`config.mk`:
```
export PLATFORM = sky130hd
export DESIGN_NAME = stopwatch_controller
export DESIGN_NICKNAME = d
export VERILOG_FILES = /design/src/rtl/stopwatch_controller.sv
export SDC_FILE = /design/constraint.sdc
export NUM_CORES = 1
export LEC_CHECK = 0
export CORE_AREA = 2 2 77 79
export CTS_CLUSTER_DIAMETER = 150
export CTS_CLUSTER_SIZE = 16
export DETAILED_ROUTE_END_ITERATION = 8
export DIE_AREA = 0 0 79 81
export SLEW_MARGIN = 0
export SYNTH_ARGS = -nofsm -noshare
export SYNTH_HDL_FRONTEND = slang
export SYNTH_SLANG_ARGS = --single-unit
```
`constraint.sdc`:
```
create_clock -name clk -period 2.2 [get_ports clk]
set_input_delay 0.33 -clock clk [delete_from_list [all_inputs] [get_ports clk]]
set_output_delay 0.33 -clock clk [all_outputs]
set_load 0.02 [all_outputs]
```
`src/rtl/stopwatch_controller.sv`:
```
// Stopwatch sequencer: turns decisecond ticks from the pacer into a BCD M:SS.t
// count and runs the IDLE/RUN/PAUSE/LAP state machine from button pulses.
// All outputs come straight from registers.
module stopwatch_controller #(
    parameter int MAX_MINUTES = 59
) (
    input  logic       clk,
    input  logic       resetN,
    input  logic       decisecond,
    input  logic       startStop,
    input  logic       lapSplit,
    input  logic       clear,
    output logic       pacerReStart,
    output logic [3:0] dispTenths,
    output logic [3:0] dispSecOnes,
    output logic [3:0] dispSecTens,
    output logic [3:0] dispMinOnes,
    output logic [3:0] dispMinTens,
    output logic       running,
    output logic       lapHeld,
    output logic       overflow
);

    typedef enum logic [1:0] {
        IDLE  = 2'd0,
        RUN   = 2'd1,
        PAUSE = 2'd2,
        LAP   = 2'd3
    } state_t;

    typedef struct packed {
        logic [3:0] min_tens;
        logic [3:0] min_ones;
        logic [3:0] sec_tens;
        logic [3:0] sec_ones;
        logic [3:0] tenths;
    } bcd_time_t;

    localparam logic [3:0] MAX_MIN_TENS = 4'(MAX_MINUTES / 10);
    localparam logic [3:0] MAX_MIN_ONES = 4'(MAX_MINUTES % 10);

    state_t    state_reg;
    bcd_time_t live_reg;
    bcd_time_t disp_reg;
    logic      pacer_reg;
    logic      running_reg;
    logic      lap_held_reg;
    logic      overflow_reg;

    bcd_time_t live_inc;
    bcd_time_t live_next;
    logic      at_max;
    logic      tick_counts;
    logic      wrap_now;

    // Next BCD value of the live count for one tick, with ripple carries and wrap at the maximum
    always_comb begin
        live_inc = live_reg;
        at_max   = (live_reg.min_tens == MAX_MIN_TENS) && (live_reg.min_ones == MAX_MIN_ONES) &&
                   (live_reg.sec_tens == 4'd5) && (live_reg.sec_ones == 4'd9) &&
                   (live_reg.tenths == 4'd9);
        if (at_max) begin
            live_inc = '0;
        end else if (live_reg.tenths != 4'd9) begin
            live_inc.tenths = live_reg.tenths + 4'd1;
        end else begin
            live_inc.tenths = 4'd0;
            if (live_reg.sec_ones != 4'd9) begin
                live_inc.sec_ones = live_reg.sec_ones + 4'd1;
            end else begin
                live_inc.sec_ones = 4'd0;
                if (live_reg.sec_tens != 4'd5) begin
                    live_inc.sec_tens = live_reg.sec_tens + 4'd1;
                end else begin
                    live_inc.sec_tens = 4'd0;
                    if (live_reg.min_ones != 4'd9) begin
                        live_inc.min_ones = live_reg.min_ones + 4'd1;
                    end else begin
                        live_inc.min_ones = 4'd0;
                        live_inc.min_tens = (live_reg.min_tens == 4'd9) ? 4'd0 : live_reg.min_tens + 4'd1;
                    end
                end
            end
        end
        // Ticks only count while the clock is running; a start in the same cycle
        // comes from IDLE/PAUSE, so that tick is dropped while the pacer restarts.
        tick_counts = decisecond && ((state_reg == RUN) || (state_reg == LAP));
        live_next   = tick_counts ? live_inc : live_reg;
        wrap_now    = tick_counts && at_max;
    end

    // State machine, live count, display snapshot and status flags
    always_ff @(posedge clk or negedge resetN) begin
        if (!resetN) begin
            state_reg    <= IDLE;
            live_reg     <= '0;
            disp_reg     <= '0;
            pacer_reg    <= 1'b0;
            running_reg  <= 1'b0;
            lap_held_reg <= 1'b0;
            overflow_reg <= 1'b0;
        end else begin
            pacer_reg <= 1'b0;
            if (clear) begin
                state_reg    <= IDLE;
                live_reg     <= '0;
                disp_reg     <= '0;
                running_reg  <= 1'b0;
                lap_held_reg <= 1'b0;
                overflow_reg <= 1'b0;
            end else begin
                live_reg <= live_next;
                if (wrap_now) begin
                    overflow_reg <= 1'b1;
                end
                // Display follows the live count unless a lap hold stays in force
                disp_reg <= live_next;
                case (state_reg)
                    IDLE: begin
                        if (startStop) begin
                            state_reg   <= RUN;
                            pacer_reg   <= 1'b1;
                            running_reg <= 1'b1;
                        end
                    end
                    RUN: begin
                        if (startStop) begin
                            state_reg   <= PAUSE;
                            running_reg <= 1'b0;
                        end else if (lapSplit) begin
                            state_reg    <= LAP;
                            lap_held_reg <= 1'b1;
                        end
                    end
                    LAP: begin
                        if (startStop) begin
                            state_reg    <= PAUSE;
                            running_reg  <= 1'b0;
                            lap_held_reg <= 1'b0;
                        end else if (lapSplit) begin
                            state_reg    <= RUN;
                            lap_held_reg <= 1'b0;
                        end else begin
                            disp_reg <= disp_reg;
                        end
                    end
                    PAUSE: begin
                        if (startStop) begin
                            state_reg   <= RUN;
                            pacer_reg   <= 1'b1;
                            running_reg <= 1'b1;
                        end
                    end
                    default: begin
                        state_reg <= IDLE;
                    end
                endcase
            end
        end
    end

    assign pacerReStart = pacer_reg;
    assign dispTenths   = disp_reg.tenths;
    assign dispSecOnes  = disp_reg.sec_ones;
    assign dispSecTens  = disp_reg.sec_tens;
    assign dispMinOnes  = disp_reg.min_ones;
    assign dispMinTens  = disp_reg.min_tens;
    assign running      = running_reg;
    assign lapHeld      = lap_held_reg;
    assign overflow     = overflow_reg;

endmodule

```
==> run metrics, run 1 <==
status complete, no violations; GRT met2 Usage between 20% and 30%; critical path type flip-flop to flip-flop; sequential share of the synthesized area about half; Hold WC Path Type input pin to asynchronous set/reset pin; CTS tree yes; asr flop ratio synth 100%; final wirelength approximately 4600 um; number of flops mapped to enable cells by yosys 0; count of different cell masters after synthesis slightly above 50; Die Area approximately 6400 um^2; # nets final 274; RD Place Congestion between 0.7 and 0.8; dominant synthesized flop cell dfrtp_1; CP Capture Type flip-flop; Syn Inst Count between 200 and 250; clk buf depth 2; Worst Reg-to-Reg Cells 5; WP data required 2440 ps; largest net degree at the start of global routing 40; Avg Inst Size Synth ~11 um^2; aggregate global-route resource usage 16.5%; P per Cell Area between 500 and 600 nW/um^2; initial antenna violation count 0; max reg flops 20; Worst Path Arrival between 2000 and 2500 ps; Top Usage Layer GRT met2; most instantiated library cell after synthesis dfrtp_1; Slew Limit Fails 0; via count roughly 1700; Ant. Diodes 0; Slew @ Worst Pin between 800 and 900 ps; TritonCTS buffer count 5; cts hold-fix bufs 0; clk_skew 5.78 ps; Global Route met1 Usage ~22%; Post-CTS Setup Bufs 0; leak pwr 1.27 nW; met3 global-route usage under 10%; initial core utilization between 40% and 50%; mapped cell area ~2400 um^2; final hold vios 0; I/O pin cnt 30; post-DP HPWL between 3000 and 4000 um; layout cells sized above 1 around an eighth; RSZ-0062 raised after global routing false; width of the die between 70 and 80 um; remaining antenna violation count after routing 0; maximum VDD drop approximately 0.29 mV; Die Y roughly 81 um; Slew headroom a little over two fifths; DR WL/cell approximately 14 um; max-cap check violation count 0; clk root buf clkbuf_8; syn nets 240; number of global-route vias before repair between 1500 and 2000; largest cells by area after synthesis dfrtp_1, ha_1, mux2i_1; crit share post-route slightly above 80%; global-route wire length before repair between 8000 and 9000 um; Power Total about 0.0014 W; total core area between 5000 and 6000 um^2; Yosys reg bits between 40 and 50; Fin Setup TNS 0 ps; top cells by count, synth dfrtp_1, nor2_1, nand2_1; f_max between 500 and 600 MHz; via/cell ratio about 5.2; worst-path fanout max 8; drt first-iter violations a little over 60; total grt overflow 0; first-pass iteration count of the detailed router 4; Tmin final between 1500 and 2000 ps; post-synth top area share roughly half; Critical Path Source Type flip-flop; area added between synthesis and finish 19.5%; dominant cell type by area after synthesis dfrtp_1; clk sink count 46; Remaining DRCs 0; row cnt 28; latest clock arrival within the worst-skew pair just under 300 ps; Buffers on Ports 29; post-CTS sizing 0; Reg clk slew, reported paths 80 ps; depth of the CTS H-tree 2; final setup violation count 0; YS warnings 0
## final timing paths
check | endpoint | start | slack [ps]
max | dispSecTens[0]$_DFFE_PN0P_ | live_reg[8]$_DFF_PN0_ | 380
min | dispSecOnes[0]$_DFFE_PN0P_ | resetN | 140
max reg2reg | dispSecTens[0]$_DFFE_PN0P_ | live_reg[8]$_DFF_PN0_ | 380
min reg2reg | dispSecTens[3]$_DFFE_PN0P_ | dispSecTens[3]$_DFFE_PN0P_ | 480
max in group asynchronous | dispMinTens[3]$_DFFE_PN0P_ | resetN | 1440
min in group clk | dispSecTens[3]$_DFFE_PN0P_ | dispSecTens[3]$_DFFE_PN0P_ | 480
## layer usage
metal	routed length, um	part of all wire, %
met1	2290	49
met2	2120	46
met3	150	3.2
met4	68	1.5
met5	0	0
## through the flow
step / utilization (%) / hold WS [ps] / instances / setup slack [ps] / cell area, um^2
5_1_grt: 49.5 / 211 / 333 / 228 / 2810
3_5_place_dp: 48.1 / 470 / 326 / 149 / 2730
2_1_floorplan: - / 34.4 / 224 / 454 / 2350
4_1_cts: 49.5 / 174 / 333 / 366 / 2810
3_3_place_gp: 48.1 / 464 / 326 / 172 / 2730
6_report: 49.5 / 144 / 333 / 380 / 2810
## report_power, final
part / leakage [nW] / switching [W] / internal (W)
sequential: 0.638 / 0.00000679 / 0.000855
clock: 0.0438 / 0.000269 / 0.000214
combinational: 0.589 / 0.0000607 / 0.0000363
total: 1.27 / 0.000336 / 0.00110
## final cells by class
cell class                 instances  area [um^2]
fill                             528         2860
sequential                        46         1150
multi-input combinational        159         1100
timing repair buffer              38          353
tap                               75         93.8
clock buffer                       5         68.8
inverter                           8         30.0
clock inverter                     2         10.0
## cells by family after synthesis
logic type | Yosys count | share of synthesized area (%)
flops | 46 | 48.9
xor+xnor | 3 | 1.12
compound gates | 42 | 12.1
buf+inv | 19 | 4.15
fa+ha+maj | 10 | 5.32
simple gates | 89 | 21.7
mux | 15 | 6.70
## critical path, cell delays in order, from the launching register on
cell     delay [ps]
dfrtp_1         430
ha_1            220
and3b_1         280
or4_4           540
a21oi_2         160
mux2_1          140
## cells in the final DEF (no fill, tap or decap), types with 3 or more instances in the layout
master            n
dfrtp_1          46
clkdlybuf4s50_1  28
nor2_1           22
nand2_1          21
o21ai_0          13
ha_1             10
mux2i_1           9
a21oi_1           9
buf_4             9
inv_1             8
nor3_1            6
nand3_1           5
nor2b_1           5
clkbuf_8          5
and3_1            4
mux2_1            4
and3b_1           3
xor2_1            3
nand4b_1          3
nand2b_1          3
o31ai_1           3
Note: power is estimated with default switching activity, not from simulation.
==> run 2: changes to the inputs <==
==> constraint.sdc (replaced) <==
create_clock -name clk -period 1.7 [get_ports clk]
set_input_delay 0.255 -clock clk [delete_from_list [all_inputs] [get_ports clk]]
set_output_delay 0.255 -clock clk [all_outputs]
set_load 0.02 [all_outputs]
==> run metrics, run 2 (synthesis gave the netlist of run 1 again) <==
final wirelength 4940 um (was 4640 um); status finished, violations left (was complete, no violations); initial antenna violation count 0 (unchanged); first-pass iteration count of the detailed router 4 (unchanged); worst-path cell chain inv_1, ha_2, and3b_2, or4_4, a21oi_2, mux2_1 (was ha_1, and3b_1, or4_4, a21oi_2, mux2_1); global-route wire length before repair 8630 um (was 8250 um); area added between synthesis and finish 32.7% (was 19.5%); R2R setup slack -10 ps (was 380 ps); total core area 5680 um^2 (unchanged); Slew headroom 67.8% (was 42.8%); violated checks negative setup slack; slowest CP cell or4_4 (unchanged); Setup WS post-layout -12.3 ps (was 380 ps); latest clock arrival within the worst-skew pair 300 ps (was 290 ps); I/O pin cnt 30 (unchanged); TritonCTS buffer count 5 (unchanged); Slew Limit Fails 0 (unchanged); clk sink count 46 (unchanged); Critical Path Source Type flip-flop (unchanged); max reg flops 20 (unchanged); Worst Path Arrival 1950 ps (was 2060 ps); CTS tree yes (unchanged); aggregate global-route resource usage 17.3% (was 16.5%); number of global-route vias before repair 1819 (was 1747); fin cells 354 (was 333); # nets final 294 (was 274); max-cap check violation count 0 (unchanged); final setup violation count 1 (was 0); Buffers on Ports 29 (unchanged); Remaining DRCs 0 (unchanged); f_max 584 MHz (was 549 MHz); Die Area 6400 um^2 (unchanged); via/cell ratio 5.23 (about the same); cell internal pwr 0.00150 W (was 0.00110 W); total grt overflow 0 (unchanged); drt first-iter violations 133 (was 61); Fin Setup TNS -12.3 ps (was 0 ps); Reg clk slew, reported paths 80 ps (about the same); final hold vios 0 (unchanged); DR WL/cell 14.0 um (was 13.9 um); Psw 0.000458 W (was 0.000336 W); sw frac 23.4% (was 23.3%); RSZ-0062 raised after global routing true (was false); most common cell after layout, fill and taps aside dfrtp_1 (unchanged); width of the die 79 um (unchanged); area occupied by multi-input gates 1200 um^2 (was 1100 um^2); Worst path top cell family by delay simple AND/OR/NAND/NOR gates (unchanged); clk buf depth 2 (unchanged); Ant. Diodes 0 (unchanged); post-DP HPWL 3610 um (was 3300 um); sequential share of power 57.0% (was 59.8%); Logic pwr share 7.9% (was 6.7%); worst-path fanout max 5 (was 8); initial core utilization 41.5% (unchanged); CP Capture Type flip-flop (unchanged); Tmin final 1710 ps (was 1820 ps); row cnt 28 (unchanged); Power Total 0.00196 W (was 0.00144 W); clock network power share 35.1% (was 33.5%); crit share post-route 101% (was 82.7%); largest net degree at the start of global routing 27 (was 40); Hold WC Path Type input pin to asynchronous set/reset pin (unchanged); maximum VDD drop 0.338 mV (was 0.288 mV); Die Y 81 um (unchanged); critical path type flip-flop to flip-flop (unchanged); depth of the CTS H-tree 2 (unchanged); RD Place Congestion 0.754 (was 0.710); fillcell total 541 (was 528); placed cells 343 (was 326); via count 1851 (was 1741); Slew @ Worst Pin 483 ps (was 857 ps); worst path bufs/invs 1 (was 0); layout cells sized above 1 25.4% (was 12.8%); remaining antenna violation count after routing 0 (unchanged); clk root buf clkbuf_8 (unchanged); clk_skew 8.30 ps (was 5.78 ps); FF+latch area 1160 um^2 (was 1150 um^2); WP data required 1930 ps (was 2440 ps); P per Cell Area 627 nW/um^2 (was 512 nW/um^2); slowest stage delay, CP 520 ps (was 540 ps); commonest non-fill, non-tap cells in the layout dfrtp_1, clkdlybuf4s50_1, buf_4 (was dfrtp_1, clkdlybuf4s50_1, nor2_1); leak pwr 1.40 nW (was 1.27 nW)
## run 2: changes by cell type in the layout (fill, tap and decap cells not counted), sizes merged
cell,change
clkdlybuf4s50,-1
clkinv,-1
dlygate4sd3,+1
clkbuf,+1
clkinvlp,+1
buf,+19
dlymetal6s2s,+1
## run 2: power groups by stage
| stage | Combinational (W) | Sequential, W | Clock, W |
|---|---|---|---|
| floorplan | 0.0000472 | 0.00115 | 0 |
| global placement | 0.000148 | 0.00114 | 0 |
| detailed placement | 0.000147 | 0.00114 | 0 |
| CTS | 0.000152 | 0.00112 | 0.000718 |
| global route | 0.000172 | 0.00112 | 0.000775 |
| finish | 0.000154 | 0.00112 | 0.000689 |
## run 2: area by class of cell
| class | count | area share [%] |
|---|---|---|
| Clock buffer | 6 | 2.64 |
| Clock inverter | 2 | 0.400 |
| Inverter | 8 | 0.961 |
| Multi-Input combinational cell | 159 | 38.4 |
| Sequential cell | 46 | 37.0 |
| Tap cell | 75 | 3.00 |
| Timing Repair Buffer | 58 | 17.6 |
## run 2: per-layer routing
metal / global-route usage (%) / vias to the layer above / wire length [um]
li1: - / 909 / -
met4: 5.86 / 0 / 41
met2: 29.0 / 27 / 2500
met1: 22.2 / 913 / 2240
met3: 3.89 / 2 / 160
met5: 0 / - / 0
## run 2: final timing paths
kind                                                 start                         end  cells after the start
max in group asynchronous                           resetN      live_reg[12]$_DFF_PN0_                      3
worst min register to register  dispSecOnes[3]$_DFFE_PN0P_  dispSecOnes[3]$_DFFE_PN0P_                      2
worst max-delay path                 live_reg[9]$_DFF_PN0_  dispSecTens[0]$_DFFE_PN0P_                      6
min in group clk                dispSecOnes[3]$_DFFE_PN0P_  dispSecOnes[3]$_DFFE_PN0P_                      2
worst max register to register       live_reg[9]$_DFF_PN0_  dispSecTens[0]$_DFFE_PN0P_                      6
worst min-delay path                                resetN       live_reg[2]$_DFF_PN0_                      2
## run 2: metrics by stage
| stage | setup slack, ps | utilization, % | hold WS [ps] | cell area (um^2) |
|---|---|---|---|---|
| global route | -96.6 | 55.0 | 475 | 3120 |
| detailed placement | -284 | 51.1 | 246 | 2900 |
| floorplan | 0.505 | - | -40.6 | 2360 |
| global placement | -237 | 51.1 | 252 | 2900 |
| finish | -12.3 | 55.0 | 447 | 3120 |
| CTS | -25.1 | 53.7 | 452 | 3050 |
## run 2: repair_timing
item,4_1_cts,5_1_grt
cloned,0,0
setup buffers,0,2
setup endpoints to repair,8,26
hold endpoints to repair,20,0
pin swaps,3,4
resized for setup,8,19
hold buffers,1,0
==> run 3: changes to the inputs <==
--- a/config.mk
+++ b/config.mk
@@ -5,11 +5,12 @@
 export SDC_FILE = /design/constraint.sdc
 export NUM_CORES = 1
 export LEC_CHECK = 0
-export CORE_AREA = 2 2 77 79
+export ABC_AREA = 1
+export CORE_AREA = 2 2 78 80
 export CTS_CLUSTER_DIAMETER = 150
 export CTS_CLUSTER_SIZE = 16
 export DETAILED_ROUTE_END_ITERATION = 8
-export DIE_AREA = 0 0 79 81
+export DIE_AREA = 0 0 80 82
 export SLEW_MARGIN = 0
 export SYNTH_ARGS = -nofsm -noshare
 export SYNTH_HDL_FRONTEND = slang
==> run metrics, run 3 <==
sequential share of the synthesized area 48.6% (was 48.9%); Yosys reg bits 46 (unchanged); final setup violation count 0 (was 1); CP Capture Type flip-flop (unchanged); most frequent cell on the critical path nand2_1; clk_skew 2.47 ps (was 8.30 ps); largest cells by area after synthesis dfrtp_1, nand2_1, inv_1 (was dfrtp_1, ha_1, mux2i_1); remaining antenna violation count after routing 0 (unchanged); number of global-route vias before repair 1855 (was 1819); via count 1981 (was 1851); Tmin final 1620 ps (was 1710 ps); dominant synthesized flop cell dfrtp_1 (unchanged); post-DP HPWL 3680 um (was 3610 um); launch point of the critical path live_reg[5]$_DFF_PN0_ (was live_reg[9]$_DFF_PN0_); DR WL/cell 12.2 um (was 14.0 um); Hold WC Path Type input pin to asynchronous set/reset pin (unchanged); asr flop ratio synth 100% (unchanged); simple-gate share of the synthesized area 29.0% (was 21.7%); first-pass iteration count of the detailed router 5 (was 4); Fin Hold WS 464 ps (was 447 ps); main combinational cell family by area after synthesis simple AND/OR/NAND/NOR gates (unchanged); Critical Path Source Type flip-flop (unchanged); width of the die 80 um (was 79 um); FF+latch area 1150 um^2 (was 1160 um^2); Syn Inst Count 283 (was 224); Remaining DRCs 0 (unchanged); worst-path fanout max 5 (unchanged); commonest non-fill, non-tap cells in the layout nand2_1, dfrtp_1, inv_1 (was dfrtp_1, clkdlybuf4s50_1, buf_4); critical path type flip-flop to flip-flop (unchanged); leak pwr 1.50 nW (was 1.40 nW); # nets final 351 (was 294); status complete, no violations (was finished, violations left); row cnt 28 (unchanged); most instantiated library cell after synthesis nand2_1 (was dfrtp_1); clock network power share 35.2% (was 35.1%); complex-gate fraction of the synthesized area 9.04% (was 12.1%); syn nets 299 (was 240); Slew @ Worst Pin 306 ps (was 483 ps); clk root buf clkbuf_8 (unchanged); slowest CP cell dfrtp_1 (was or4_4); Ant. Diodes 0 (unchanged); Slew headroom 79.5% (was 67.8%); clk sink count 46 (unchanged); Die Y 82 um (was 81 um); slowest stage delay, CP 400 ps (was 520 ps); max-cap check violation count 0 (unchanged); f_max 617 MHz (was 584 MHz); Reg clk slew, reported paths 90 ps (was 80 ps); Setup WS post-layout 78.4 ps (was -12.3 ps); sequential share of power 56.7% (was 57.0%); RSZ-0062 raised after global routing true (unchanged); CTS tree yes (unchanged); Worst Path Arrival 1870 ps (was 1950 ps); WP data required 1950 ps (was 1930 ps); Psw 0.000504 W (was 0.000458 W); YS warnings 0 (unchanged); dominant cell type by area after synthesis dfrtp_1 (unchanged); initial antenna violation count 0 (unchanged); initial core utilization 41.2% (was 41.5%); sw frac 25.5% (was 23.4%); largest net degree at the start of global routing 47 (was 27); Synth Area in XOR/XNOR 0.370% (was 1.12%); area share of fa/ha/maj cells after synthesis 5.29% (was 5.32%); global-route wire length before repair 8580 um (was 8630 um); Logic pwr share 8.1% (was 7.9%); final hold vios 0 (unchanged); number of flops mapped to enable cells by yosys 0 (unchanged); Die Area 6560 um^2 (was 6400 um^2); area added between synthesis and finish 30.9% (was 32.7%); TritonCTS buffer count 5 (unchanged); layout cells sized above 1 20.8% (was 25.4%); RD Place Congestion 0.805 (was 0.754); Avg Inst Size Synth 8.36 um^2 (was 10.5 um^2); mapped cell area 2370 um^2 (was 2350 um^2); drt first-iter violations 59 (was 133); Slew Limit Fails 0 (unchanged); fillcell total 584 (was 541); P per Cell Area 639 nW/um^2 (was 627 nW/um^2); clk buf depth 2 (unchanged); Buffers on Ports 29 (unchanged); total grt overflow 0 (unchanged); Reg-to-Reg Start live_reg[5]$_DFF_PN0_ (was live_reg[9]$_DFF_PN0_); worst-path cell chain inv_2, ha_4, nand2_1, nor2_4, nand2_2, nor2_4, nand4_1, a21oi_2, nand2_1, nand2_1 (was inv_1, ha_2, and3b_2, or4_4, a21oi_2, mux2_1); latest clock arrival within the worst-skew pair 300 ps (about the same); via/cell ratio 4.82 (was 5.23); aggregate global-route resource usage 16.9% (was 17.3%); max reg flops 20 (unchanged); most common cell after layout, fill and taps aside nand2_1 (was dfrtp_1); depth of the CTS H-tree 2 (unchanged); I/O pin cnt 30 (unchanged); Place WS -39.5 ps (was -284 ps); final wirelength 5020 um (was 4940 um); maximum VDD drop 0.380 mV (was 0.338 mV); count of different cell masters after synthesis 34 (was 51); area occupied by multi-input gates 1130 um^2 (was 1200 um^2); cell internal pwr 0.00147 W (was 0.00150 W); multiplexer share of the synthesized area 0% (was 6.70%); post-synth top area share 48.6% (was 48.9%); R2R setup slack 80 ps (was -10 ps); crit share post-route 95.4% (was 101%); Fin Setup TNS 0 ps (was -12.3 ps); total core area 5750 um^2 (was 5680 um^2); top cells by count, synth nand2_1, dfrtp_1, inv_1 (was dfrtp_1, nor2_1, nand2_1)
==> run 3: cell count changes after synthesis, moves of 5 or more <==
| cell | previous run | this run |
|---|---|---|
| inv_2 | 0 | 5 |
| nor2b_1 | 5 | 0 |
| nand4_1 | 1 | 7 |
| nand3_1 | 5 | 20 |
| o21ai_1 | 1 | 6 |
| inv_1 | 8 | 34 |
| mux2i_1 | 9 | 0 |
| nor2_1 | 22 | 16 |
| nand2_1 | 21 | 83 |
==> run 3: layout make-up <==
class	count	share of cell area, %
sequential	46	37.2
timing repair buffer	50	15.6
inverter	39	4.73
clock inverter	3	0.808
tap	75	3.03
multi-input combinational	193	36.4
clock buffer	5	2.22
==> run 3: cells by family after synthesis <==
group | after synthesis
xor gates and xnor gates | 1
buffers and inverters | 44
DFF | 46
AOI/OAI and AO/OA | 36
and+or+nand+nor | 146
adders and majority gates | 10
==> run 3: final timing paths <==
path	endpoint	depth (start not counted)
worst max-delay path	dispMinOnes[0]$_DFFE_PN0P_	10
worst min-delay path	live_reg[5]$_DFF_PN0_	3
worst max register to register	dispMinOnes[0]$_DFFE_PN0P_	10
worst min register to register	dispSecOnes[3]$_DFFE_PN0P_	2
max in group asynchronous	live_reg[4]$_DFF_PN0_	3
min in group clk	dispSecOnes[3]$_DFFE_PN0P_	2
==> run 3: power by group through the flow <==
stage | registers [W] | logic, W | clock network [W]
2_1_floorplan | 0.00115 | 0.0000565 | 0
3_3_place_gp | 0.00114 | 0.000155 | 0
3_5_place_dp | 0.00114 | 0.000157 | 0
4_1_cts | 0.00112 | 0.000159 | 0.000717
5_1_grt | 0.00112 | 0.000180 | 0.000780
6_report | 0.00112 | 0.000161 | 0.000696
==> run 3: repair_timing <==
action	CTS	global route
hold buffers	1	0
pin swaps	1	12
endpoints found under the setup margin	3	15
buffers inserted	1	0
endpoints found under the hold margin	46	0
resized for setup	1	25
==> run 3: per-layer routing <==
layer  part of all wire [%]  vias to the layer above  GRT usage, %  routed length [um]
li1                       -                     1008             -                   -
met1                     52                      937          25.1                2590
met2                     45                       30          24.6                2250
met3                    2.2                        6          3.19                 108
met4                    1.4                        0          5.76                  68
met5                      0                        -             0                   0
==> run 3: metrics by stage <==
stage / utilization [%] / instance area (um^2) / total power (W) / std cells
2_1_floorplan: - / 2370 / 0.00121 / 283
3_3_place_gp: 50.3 / 2890 / 0.00130 / 401
3_5_place_dp: 50.3 / 2890 / 0.00130 / 401
4_1_cts: 52.3 / 3010 / 0.00200 / 411
5_1_grt: 53.9 / 3100 / 0.00208 / 411
6_report: 53.9 / 3100 / 0.00198 / 411
==> run 3: critical path: cells and delay by family (launching register included) <==
family	cells	cell delay, ps
buffers and inverters	1	80
flip-flops	1	400
AND/OR/NAND/NOR	7	740
AO/OA/AOI/OAI	1	190
adder cells (fa/ha/maj)	1	140
==> RTL edit (config.mk and constraints of run 3) <==
Encoding of `state_t`: now one-hot (4 bits for 4 states).
--- a/src/rtl/stopwatch_controller.sv
+++ b/src/rtl/stopwatch_controller.sv
@@ -21,11 +21,11 @@
     output logic       overflow
 );
 
-    typedef enum logic [1:0] {
-        IDLE  = 2'd0,
-        RUN   = 2'd1,
-        PAUSE = 2'd2,
-        LAP   = 2'd3
+    typedef enum logic [3:0] {
+        IDLE  = 4'b0001,
+        RUN   = 4'b0010,
+        PAUSE = 4'b0100,
+        LAP   = 4'b1000
     } state_t;
 
     typedef struct packed {
Check against the original RTL: no difference found for any inputs over 10 cycles, from zero or initial values and one cycle with resetN low; not proved beyond that.
==> RTL edit against run 3 <==
Design area up 13%. Wire length up 29%. Sequential cell count up 2. Setup slack about the same. Die area unchanged. Maximum frequency about the same. Area after synthesis up 12%. Global-route usage up 4.3 points.
Power is not compared: it rests on default switching activity, and its combinational part moved more than twofold at a synthesized area within 25%.
==> RTL edit: results (changes against run 3) <==
hold_ws = 437 ps (was 464 ps)
outcome = complete, no violations (unchanged)
Pre-antenna DRT Iters = 4 (was 5)
wire per inst = 13.9 um (was 12.2 um)
Worst slew margin = 66.6% (was 79.5%)
global-route wire length before repair = 10.7 mm (was 8.58 mm)
RD Place Congestion = 0.873 (was 0.805)
most instantiated cells after synthesis = nand2_1, dfrtp_1, nand3_1 (was nand2_1, dfrtp_1, inv_1)
peak supply drop = 0.420 mV
vias in the first global route = 2320 (was 1855)
CP peak stage delay = 420 ps (was 400 ps)
Final nets = 407 (was 351)
RR Endpoint = live_reg[18] (was dispMinOnes[0])
Syn Nets = 345 (was 299)
initial drt markers = 124 (was 59)
Total Routing Usage GR = 21.2% (was 16.9%)
largest net degree at the start of global routing = 30 (was 47)
Critical Path AT = 1830 ps (was 1870 ps)
synthesized area per cell = 8.03 sq um (was 8.36 sq um)
Synth area leaders = dfrtp_1, nand2_1, nand3_1, inv_1, ha_1 (was dfrtp_1, nand2_1, inv_1, ha_1, nand3_1)
CP max FO = 4 (was 5)
final setup skew = 6.75 ps (was 2.47 ps)
RR Startpoint = live_reg[13] (was live_reg[5])
sequential cell area fraction in the yosys report = 45.5% (was 48.6%)
layout cells sized above 1 = 24.5% (was 20.8%)
vias = 2397 (was 1981)
DP Wirelength = 4.61 mm (was 3.68 mm)
reg2reg setup slack = 80 ps (about the same)
[RTL edit: cell count changes in the layout (fill, tap and decap cells not counted), moves of 4 or more]
| cell | run 3 | this run |
|---|---|---|
| nand2_1 | 80 | 65 |
| nand4_1 | 7 | 11 |
| nand2_2 | 3 | 9 |
| nor2_4 | 4 | 9 |
| and3_1 | 1 | 6 |
| inv_1 | 31 | 37 |
| nor2_1 | 12 | 16 |
| nand3_1 | 16 | 38 |
| a21oi_1 | 7 | 15 |
| buf_4 | 17 | 29 |
| nand3_2 | 3 | 7 |
[RTL edit: worst max path at each step]
stage	from	endpoint	slack, ps	depth (start not counted)
6_report	live_reg[13]	live_reg[18]	80	10
3_3_place_gp	live_reg[9]	live_reg[18]	-20	10
5_1_grt	live_reg[5]	dispMinOnes[1]	-70	10
4_1_cts	live_reg[5]	dispMinOnes[0]	6	11
3_5_place_dp	decisecond	dispTenths[3]	-40	6
2_1_floorplan	live_reg[5]	live_reg[11]	190	10
[RTL edit: metrics by stage]
step	util, %	instance area (sq um)	instances	worst slack [ps]
after CTS	57.5	3300	460	5.78
after global routing	60.9	3500	467	-71.2
final	60.9	3500	467	78.6
after detailed placement	55.7	3200	451	-37.3
after global placement	55.7	3200	451	-17.4
after floorplan	-	2640	329	186
[RTL edit: worst max-delay path: cells and delay by family, from the launching register on]
kind,cells,cell delay (ps)
buf+inv,2,140
flops,1,420
simple gates,7,770
fa+ha+maj,1,180
[RTL edit: power breakdown]
group | switching (mW) | total [mW] | internal, mW
registers | 0.0496 | 1.26 | 1.21
clock network | 0.384 | 0.717 | 0.333
logic | 0.300 | 0.501 | 0.201
total | 0.733 | 2.47 | 1.74
[RTL edit: what timing repair did]
item	CTS	global route
endpoints found under the hold margin	18	0
buffers inserted	0	7
resized for setup	1	39
hold buffers	1	0
endpoints found under the setup margin	5	32
pin swaps	1	9
[RTL edit: cell type report]
| class | instances | area, sq um |
|---|---|---|
| sequential | 48 | 1200 |
| multi-input combinational | 227 | 1350 |
| fill | 531 | 2250 |
| tap | 75 | 93.8 |
| inverter | 46 | 178 |
| timing repair buffer | 63 | 584 |
| clock buffer | 8 | 90.1 |
[RTL edit: per-layer routing]
layer / global-route usage, % / vias up / wire [um]
met5: 0 / - / 0
met4: 6.10 / 0 / 92
met3: 3.85 / 8 / 233
met2: 36.3 / 47 / 3130
met1: 27.5 / 1145 / 3030
li1: - / 1197 / -
[RTL edit: kinds of logic (layout without fill, tap and decap cells)]
kind of cell,Yosys count,in the layout,share of synthesized area [%]
AOI/OAI and AO/OA,35,35,7.20
xor gates and xnor gates,1,1,0.332
and+or+nand+nor,181,181,33.5
adders and majority gates,10,10,4.74
DFF,48,48,45.5
buffers and inverters,54,117,8.67
